===== config.mk =====
export PLATFORM = sky130hd
export DESIGN_NAME = addr_tree_pipe
export DESIGN_NICKNAME = d
export VERILOG_FILES = /design/src/rtl/addr_tree_pipe.sv
export SDC_FILE = /design/constraint.sdc
export NUM_CORES = 1
export LEC_CHECK = 0
export BUFFER_PORTS_ARGS = -buffer_cell sky130_fd_sc_hd__buf_4
export CORE_ASPECT_RATIO = 1.4
export CORE_MARGIN = 5
export CORE_UTILIZATION = 60
export DETAILED_ROUTE_END_ITERATION = 10
export PLACE_DENSITY = 0.83
export REMOVE_ABC_BUFFERS = 1
export SYNTH_ARGS = -nofsm -noshare
export SYNTH_HDL_FRONTEND = slang
export SYNTH_SLANG_ARGS = --single-unit

===== constraint.sdc =====
create_clock -name clk -period 21.6 [get_ports clk]
set_input_delay 4.32 -clock clk [delete_from_list [all_inputs] [get_ports clk]]
set_output_delay 4.32 -clock clk [all_outputs]
set_load 0.01 [all_outputs]

===== src/rtl/addr_tree_pipe.sv =====
// Pipelined signed adder tree: one register level per binary tree level, valid travels alongside.
// Define ADDR_TREE_PIPE_CE_EN to add a clock-enable input ce that freezes the whole pipeline.
module addr_tree_pipe #(
  parameter  int IN_WIDTH   = 32,
  parameter  int NUM_INPUTS = 9,
  localparam int LEVELS     = (NUM_INPUTS <= 1) ? 1 : $clog2(NUM_INPUTS),
  localparam int OUT_WIDTH  = IN_WIDTH + LEVELS
) (
  input  logic                               clk,
  input  logic                               rst,
`ifdef ADDR_TREE_PIPE_CE_EN
  input  logic                               ce,
`endif
  input  logic                               valid_i,
  input  logic [NUM_INPUTS*IN_WIDTH-1:0]     d_i,
  output logic                               valid_o,
  output logic signed [OUT_WIDTH-1:0]        d_o
);

  function automatic int level_cnt(input int j);
    return (NUM_INPUTS + (1 << j) - 1) >> j;
  endfunction

  // Bit offset of level j inside lvl_flat; level j elements are IN_WIDTH+j bits each.
  function automatic int lvl_off(input int j);
    int off;
    off = 0;
    for (int i = 0; i < j; i++) off += level_cnt(i) * (IN_WIDTH + i);
    return off;
  endfunction

  localparam int TOTAL_BITS = lvl_off(LEVELS + 1);

  logic                  adv;
  logic [TOTAL_BITS-1:0] lvl_flat;
  logic [LEVELS-1:0]     vld_q;
  logic [LEVELS-1:0]     vld_d;

`ifdef ADDR_TREE_PIPE_CE_EN
  assign adv = ce;
`else
  assign adv = 1'b1;
`endif

  assign lvl_flat[0 +: NUM_INPUTS*IN_WIDTH] = d_i;

  for (genvar j = 1; j <= LEVELS; j++) begin : g_lvl
    localparam int W  = IN_WIDTH + j;
    localparam int NP = level_cnt(j - 1);
    localparam int N  = level_cnt(j);
    localparam int PO = lvl_off(j - 1);
    localparam int CO = lvl_off(j);

    for (genvar k = 0; k < N; k++) begin : g_node
      logic signed [W-1:0] sum_d;
      logic signed [W-1:0] sum_q;

      if (2*k + 1 < NP) begin : g_add
        logic signed [W-2:0] a;
        logic signed [W-2:0] b;
        assign a     = lvl_flat[PO + (2*k)*(W-1)   +: W-1];
        assign b     = lvl_flat[PO + (2*k+1)*(W-1) +: W-1];
        assign sum_d = {a[W-2], a} + {b[W-2], b};
      end else begin : g_pass
        // Odd leftover of the previous level: widen and carry forward.
        logic signed [W-2:0] a;
        assign a     = lvl_flat[PO + (2*k)*(W-1) +: W-1];
        assign sum_d = {a[W-2], a};
      end

      always_ff @(posedge clk or posedge rst) begin
        if (rst) begin
          sum_q <= '0;
        end else if (adv) begin
          sum_q <= sum_d;
        end
      end

      assign lvl_flat[CO + k*W +: W] = sum_q;
    end
  end

  always_comb begin
    vld_d    = vld_q << 1;
    vld_d[0] = valid_i;
  end

  always_ff @(posedge clk or posedge rst) begin
    if (rst) begin
      vld_q <= '0;
    end else if (adv) begin
      vld_q <= vld_d;
    end
  end

  assign valid_o = vld_q[LEVELS-1];
  assign d_o     = lvl_flat[lvl_off(LEVELS) +: OUT_WIDTH];

endmodule


==> summary.md, run 1 <==
| Metric | Value |
|---|---|
| Clk buf depth | `3` |
| Synthesis Warnings | `0` |
| Post-Place Cells | `2964` |
| Setup_tns | `0 ps` |
| Chip Height | `239.7 um` |
| Crit path depth | `12` |
| First-pass GRT wire length | `92.12 mm` |
| Initial antenna violation count | `2` |
| # setup viols final | `0` |
| Yosys top cell by area | `dfrtp_1` |
| Max-Cap Viols | `0` |
| # nets final | `3092` |
| Hold crit path type | `reg -> reg` |
| Post-DP HPWL | `44.16 mm` |
| Syn Inst Count | `2216` |
| Hold slack final | `338.4 ps` |
| WP data required | `22000 ps` |
| Rel. slew slack | `27.61%` |
| Reg2Reg Depth | `10` |
| Register area share after synthesis | `41.07%` |
| Min-Delay Path Depth | `0` |
| Top Family by Delay on Critical Path | `compound AO/OA/AOI/OAI gates` |
| RSZ-0062 raised after global routing | `no` |
| Area grow syn2layout | `18.68%` |
| Final Cycle Share | `32.40%` |
| Cell Rows | `84` |
| Failing checks | `DRC` |
| Unique masters post-synth | `86` |
| Worst Path Buf+Inv | `1` |
| Async S/R FF share, synth | `100.0%` |
| Iter 0 DRT Violations | `1156` |
| Final cell count without fillers | `3034` |
| Cell Pwr Density | `129.5 nW/um^2` |
| CP max stage delay | `480 ps` |
| Skew-Pair Late Insertion Delay | `540 ps` |
| Synth top area cells | `dfrtp_1 41%, ha_1 15%, xnor2_1 6.0%` |
| Tmin final | `6998 ps` |
| Slowest cell on crit path | `a21oi_1` |
| Leakage | `12.91 nW` |
| Worst-path fanout max | `3` |
| Final WL | `56.62 mm` |
| Die width | `174.0 um` |
| Postcts setup bufs | `0` |
| Port bufs | `327` |
| Vias in the first global route | `18710` |
| Power Total | `0.003475 W` |
| Clk_skew | `25.54 ps` |
| Initial Util | `60.41%` |
| Inserted Clock Buffers | `37` |
| Grt total ovfl | `0` |
| Clk root buf | `clkbuf_16` |
| DR pass1 iterations | `11` |
| EDFF count, synth | `0` |
| Setup crit end kind | `register` |
| Crit start category | `primary input` |
| Drc violations | `1` |
| Post-CTS Resized | `0` |
| Fmax | `142.9 MHz` |
| Vias per cell | `6.006` |
| Syn Area/Cell | `10.20 um^2` |
| Crit path DAT | `7400 ps` |
| Synth Cell Area | `22600 um^2` |
| Critical path class | `in -> reg` |
| VDD IR max | `61.24 uV` |
| Post-route antenna net violation count | `0` |
| #FFs+latches synth | `371` |
| Routability-driven placement congestion ratio | `0.9342` |
| Clock Sinks | `371` |
| Final Hold Fails | `0` |
| Vias | `18220` |
| Least-Margin Pin Slew | `1058 ps` |
| Layout cells sized above 1 | `17.04%` |
| Outcome | `finished with violations` |
| Main flop type after synthesis | `dfrtp_1` |
| DR WL/cell | `18.66 um` |
| Gr usage total | `26.74%` |
| CTS hold repair buffers | `0` |
| Cell with the most instances after synthesis | `dfrtp_1` |
| Slew Limit Fails | `0` |
| Critical path, cell by cell | `buf_4 -> ha_1 -> fa_1 -> a21oi_1 -> o211ai_1 -> a31oi_1 -> o21ai_1 -> a32o_1 -> o41ai_2 -> nor2_1 -> a31o_1 -> xor2_1` |
| List of most frequent post-synthesis cells | `371 x dfrtp_1, 263 x ha_1, 220 x a21oi_1` |
| Pin count of the biggest net entering global routing | `189` |
| I/O pin total | `328` |
| Die ar. | `41710 um^2` |
| CTS tree | `built` |
| Post-synth top area share | `41.07%` |
| Layout Utilization | `71.70%` |
| Number of H-tree levels | `2` |
| Worst-path clk slew | `70 ps` |
| Core area | `37420 um^2` |
worst reg2reg max path: stages, from the launching register on:
cell       delay (ps)
dfrtp_1           380
ha_1              370
a21o_1            210
a211o_1           320
a2111oi_0         840
nor3_1            160
nor4_1            360
o21ai_0           170
o2111ai_1         100
a21oi_1           120
xor2_1            160
report_power, final:
| part | switching, W | total, W | internal (W) |
|---|---|---|---|
| registers | 0.0000818 | 0.000992 | 0.000910 |
| clock network | 0.000269 | 0.000689 | 0.000419 |
| logic | 0.00103 | 0.00179 | 0.000765 |
| total | 0.00138 | 0.00347 | 0.00209 |
area by class of cell:
cell class                      count  area, um^2
Tap cell                          473       591.8
Antenna cell                        2       5.005
Fill cell                        2725       10590
Multi-Input combinational cell   1718       12840
Timing Repair Buffer              329        2482
Clock inverter                     18       241.5
Sequential cell                   371        9284
Inverter                           73       281.5
Clock buffer                       50        1097
cell usage in the layout, fill, tap and decap left out, types with 12 or more instances in the layout:
master	n
a211oi_1	20
a21o_1	151
a21oi_1	220
a31oi_1	35
and2_1	12
and3_1	24
buf_4	328
clkbuf_16	39
dfrtp_1	371
ha_1	263
inv_1	69
nand2_1	113
nand2b_1	20
nand3_1	45
nand4_1	27
nor2_1	103
nor2b_1	39
nor3_1	20
o211ai_1	14
o21a_1	24
o21ai_0	93
o21ai_1	41
o21bai_1	49
xnor2_1	155
xor2_1	83
per-layer routing:
layer  track usage [%]  vias to the layer above  routed length (um)  share of wire (%)
met3             3.142                      141                2799                4.9
met2             50.81                      639               30140                 53
met4             8.836                        0                1823                3.2
li1                  -                     8740                   -                  -
met5                 0                        -                   0                  0
met1             31.34                     8701               21850                 39
final timing paths:
check	from	end	slack (ps)
worst max-delay path	d_i[64]	g_lvl[1].g_node[1].sum_q[26]	14600
worst min-delay path	g_lvl[1].g_node[4].sum_q[30]	g_lvl[2].g_node[2].sum_q[30]	340
worst max register to register	g_lvl[2].g_node[1].sum_q[10]	g_lvl[3].g_node[0].sum_q[33]	18300
worst min register to register	g_lvl[1].g_node[4].sum_q[30]	g_lvl[2].g_node[2].sum_q[30]	340
max in group asynchronous	rst	g_lvl[3].g_node[1].sum_q[9]	15390
min in group asynchronous	rst	g_lvl[1].g_node[2].sum_q[0]	3880
cells by family after synthesis:
kind of cell | Yosys count | share of synthesized area [%]
and+or+nand+nor | 434 | 9.410
xor gates and xnor gates | 238 | 9.222
AOI/OAI and AO/OA | 774 | 22.88
adders and majority gates | 271 | 15.27
buffers and inverters | 127 | 2.109
DFF | 371 | 41.07
muxes | 1 | 0.04428
flip-flops by register name, indices dropped and copies added (netlist names):
name / flops
d_o: 36
vld_q: 4
g_lvl.g_node.sum_q: 331
stage by stage:
stage	cell area (um^2)	setup WS, ps
6_report	26830	14600
5_1_grt	26830	14410
4_1_cts	26820	14710
3_5_place_dp	25480	14150
3_3_place_gp	25480	14170
2_1_floorplan	22400	6978
(Power assumes the default switching activity.)
==> inputs of run 2 (changes only) <==
--- a/config.mk
+++ b/config.mk
@@ -8,9 +8,9 @@
 export BUFFER_PORTS_ARGS = -buffer_cell sky130_fd_sc_hd__buf_4
 export CORE_ASPECT_RATIO = 1.4
 export CORE_MARGIN = 5
-export CORE_UTILIZATION = 60
+export CORE_UTILIZATION = 53
 export DETAILED_ROUTE_END_ITERATION = 10
-export PLACE_DENSITY = 0.83
+export PLACE_DENSITY = 0.78
 export REMOVE_ABC_BUFFERS = 1
 export SYNTH_ARGS = -nofsm -noshare
 export SYNTH_HDL_FRONTEND = slang
==> constraint.sdc (replaced) <==
create_clock -name clk -period 5.7 [get_ports clk]
set_input_delay 1.14 -clock clk [delete_from_list [all_inputs] [get_ports clk]]
set_output_delay 1.14 -clock clk [all_outputs]
set_load 0.01 [all_outputs]
==> run 2 against run 1 <==
  * The flow now finishes without violations
  * Cell count increased by 2.5%
  * Sequential cell count unchanged
  * Via count decreased by 1.4%
  * First-iteration DRC count decreased by 8.1%
  * Clock power increased to 3.7 times the previous value
  * Register-to-register slack got worse by 16000 ps
  * Utilization decreased by 8.0 points
  * Combinational power increased to 3.7 times the previous value
  * Routed wire length decreased by 0.43%
==> summary.md, run 2 (same netlist as run 1, synthesis figures left out) <==
| Metric | Value |
|---|---|
| Clk_skew | `19.32 ps (was 25.54 ps)` |
| Outcome | `finished clean (was finished with violations)` |
| Rel. slew slack | `35.45% (was 27.61%)` |
| Critical path class | `in -> reg (unchanged)` |
| Metal2 WL | `30.20 mm (was 30.14 mm)` |
| Worst-path clk slew | `60 ps (was 70 ps)` |
| Leakage | `12.89 nW (was 12.91 nW)` |
| WP data required | `6110 ps (was 22000 ps)` |
| DR WL/cell | `18.13 um (was 18.66 um)` |
| Gr usage total | `23.60% (was 26.74%)` |
| DR pass1 iterations | `6 (was 11)` |
| # setup viols final | `0 (unchanged)` |
| Multi-input logic area | `12840 um^2 (unchanged)` |
| Max reg flops | `331 (unchanged)` |
| Reg with most FFs | `g_lvl.g_node.sum_q (unchanged)` |
| Post-DP HPWL | `44.84 mm (was 44.16 mm)` |
| Clk root buf | `clkbuf_16 (unchanged)` |
| Routability-driven placement congestion ratio | `0.9252 (was 0.9342)` |
| Commonest non-fill, non-tap cell in the layout | `dfrtp_1 (unchanged)` |
| Hold crit path type | `reg -> reg (unchanged)` |
| Iter 0 DRT Violations | `1062 (was 1156)` |
| Inserted Clock Buffers | `37 (unchanged)` |
| Core area | `42200 um^2 (was 37420 um^2)` |
| Die ar. | `46940 um^2 (was 41710 um^2)` |
| Fmax | `258.8 MHz` |
| DP Area | `25590 um^2 (was 25480 um^2)` |
| Final cell count without fillers | `3109 (was 3034)` |
| Least-Margin Pin Slew | `956.1 ps (was 1058 ps)` |
| Crit start category | `primary input (unchanged)` |
| Power Total | `0.01300 W (was 0.003475 W)` |
| Post-Place Cells | `3039 (was 2964)` |
| Routed met3 length | `2.605 mm (was 2.799 mm)` |
| Clk buf depth | `3 (unchanged)` |
| Number of filler cells placed in the layout | `3396 (was 2725)` |
| Cell Pwr Density | `483.6 nW/um^2 (was 129.5 nW/um^2)` |
| Cell Rows | `89 (was 84)` |
| Pin count of the biggest net entering global routing | `120 (was 189)` |
| Tmin final | `3864 ps` |
| Worst-path fanout max | `4 (was 3)` |
| Chip Height | `254.4 um (was 239.7 um)` |
| Vias | `17980 (was 18220)` |
| Final WL | `56.38 mm (was 56.62 mm)` |
| Clock Sinks | `371 (unchanged)` |
| I/O pin total | `328 (unchanged)` |
| CTS hold repair buffers | `0 (unchanged)` |
| Layout Utilization | `63.70% (was 71.70%)` |
| # nets final | `3094 (was 3092)` |
| Setup crit end kind | `register (unchanged)` |
| Max-Cap Viols | `0 (unchanged)` |
| Vias per cell | `5.782 (was 6.006)` |
| Port bufs | `327 (unchanged)` |
| Drc violations | `0 (was 1)` |
| Crit path DAT | `4280 ps (was 7400 ps)` |
| Final Hold Fails | `0 (unchanged)` |
| CTS tree | `built (unchanged)` |
| Area grow syn2layout | `18.94% (was 18.68%)` |
| Initial Util | `53.56% (was 60.41%)` |
| Setup WS post-layout | `1836 ps (was 14600 ps)` |
| Slew Limit Fails | `0 (unchanged)` |
| Final Cycle Share | `67.80%` |
| VDD IR max | `215.8 uV (was 61.24 uV)` |
| Metal-1 WL | `21.76 mm (was 21.85 mm)` |
| Grt total ovfl | `0 (unchanged)` |
| Vias in the first global route | `18660 (was 18710)` |
| FF/Latch Area | `9284 um^2 (unchanged)` |
| Skew-Pair Late Insertion Delay | `530 ps (was 540 ps)` |
| Post-CTS Resized | `0 (unchanged)` |
| Die width | `184.5 um (was 174.0 um)` |
| Pre-CTS setup slack | `1331 ps (was 14150 ps)` |
| Number of H-tree levels | `2 (unchanged)` |
| Post-route antenna net violation count | `0 (unchanged)` |
| Layout cells sized above 1 | `17.03% (was 17.04%)` |
| Commonest non-fill, non-tap cells in the layout | `371 x dfrtp_1, 330 x buf_4, 263 x ha_1 (was 371 x dfrtp_1, 328 x buf_4, 263 x ha_1)` |
| Fin area | `26880 um^2 (was 26830 um^2)` |
| Initial antenna violation count | `4 (was 2)` |
| RSZ-0062 raised after global routing | `no (unchanged)` |
| Postcts setup bufs | `0 (unchanged)` |
| Max Used Layer | `met4 (unchanged)` |
| First-pass GRT wire length | `90.96 mm (was 92.12 mm)` |
==> run 2: cell count changes in the layout (fill, tap and decap cells not counted) <==
cell / before / now
buf_4: 328 / 330
clkbuf_16: 39 / 37
clkbuf_1: 3 / 4
clkbuf_8: 8 / 7
diode_2: 2 / 3
inv_6: 2 / 3
==> run 2: report_power, final <==
part           internal, W  switching [W]
combinational      0.00290        0.00381
clock              0.00152        0.00101
sequential         0.00345       0.000312
==> run 2: cell type report <==
class,count,area share [%]
Antenna cell,3,0.02792
Clock buffer,48,3.858
Clock inverter,19,0.9308
Inverter,73,1.047
Multi-Input combinational cell,1718,47.77
Sequential cell,371,34.53
Tap cell,546,2.541
Timing Repair Buffer,331,9.289
==> run 2: worst max-delay path, cell delays in order <==
cell and delay (ps):
buf_4 110, ha_1 210, fa_1 410, a21o_1 290, a21oi_2 230, o211a_1 230, o21ai_1 160, a2111oi_2 470
nor2_1 140, a41oi_1 530, o21bai_1 180, xor2_1 160
==> run 2: layer usage <==
| layer | track usage [%] | vias to the layer above |
|---|---|---|
| met5 | 0 | - |
| met2 | 44.72 | 528 |
| li1 | - | 8735 |
| met4 | 7.863 | 0 |
| met3 | 2.625 | 121 |
| met1 | 27.61 | 8591 |
==> run 2: through the flow <==
stage | hold WS, ps | TNS (ps)
2_1_floorplan | 331.2 | -2130360
3_3_place_gp | 332.4 | 0
3_5_place_dp | 334.7 | 0
4_1_cts | 340.6 | 0
5_1_grt | 352.7 | 0
6_report | 338.7 | 0
==> run 2: path summary, 6_finish.rpt <==
check / startpoint / endpoint / slack (ps) / cells past startpoint
worst max-delay path: d_i[0] / g_lvl[1].g_node[0].sum_q[28] / 1840 / 12
worst min-delay path: g_lvl[2].g_node[2].sum_q[11] / g_lvl[3].g_node[1].sum_q[11] / 340 / 0
worst max register to register: g_lvl[1].g_node[3].sum_q[0] / g_lvl[2].g_node[1].sum_q[30] / 2420 / 11
worst min register to register: g_lvl[2].g_node[2].sum_q[11] / g_lvl[3].g_node[1].sum_q[11] / 340 / 0
max in group asynchronous: rst / g_lvl[1].g_node[2].sum_q[31] / 3690 / 3
min in group asynchronous: rst / g_lvl[1].g_node[3].sum_q[2] / 740 / 2
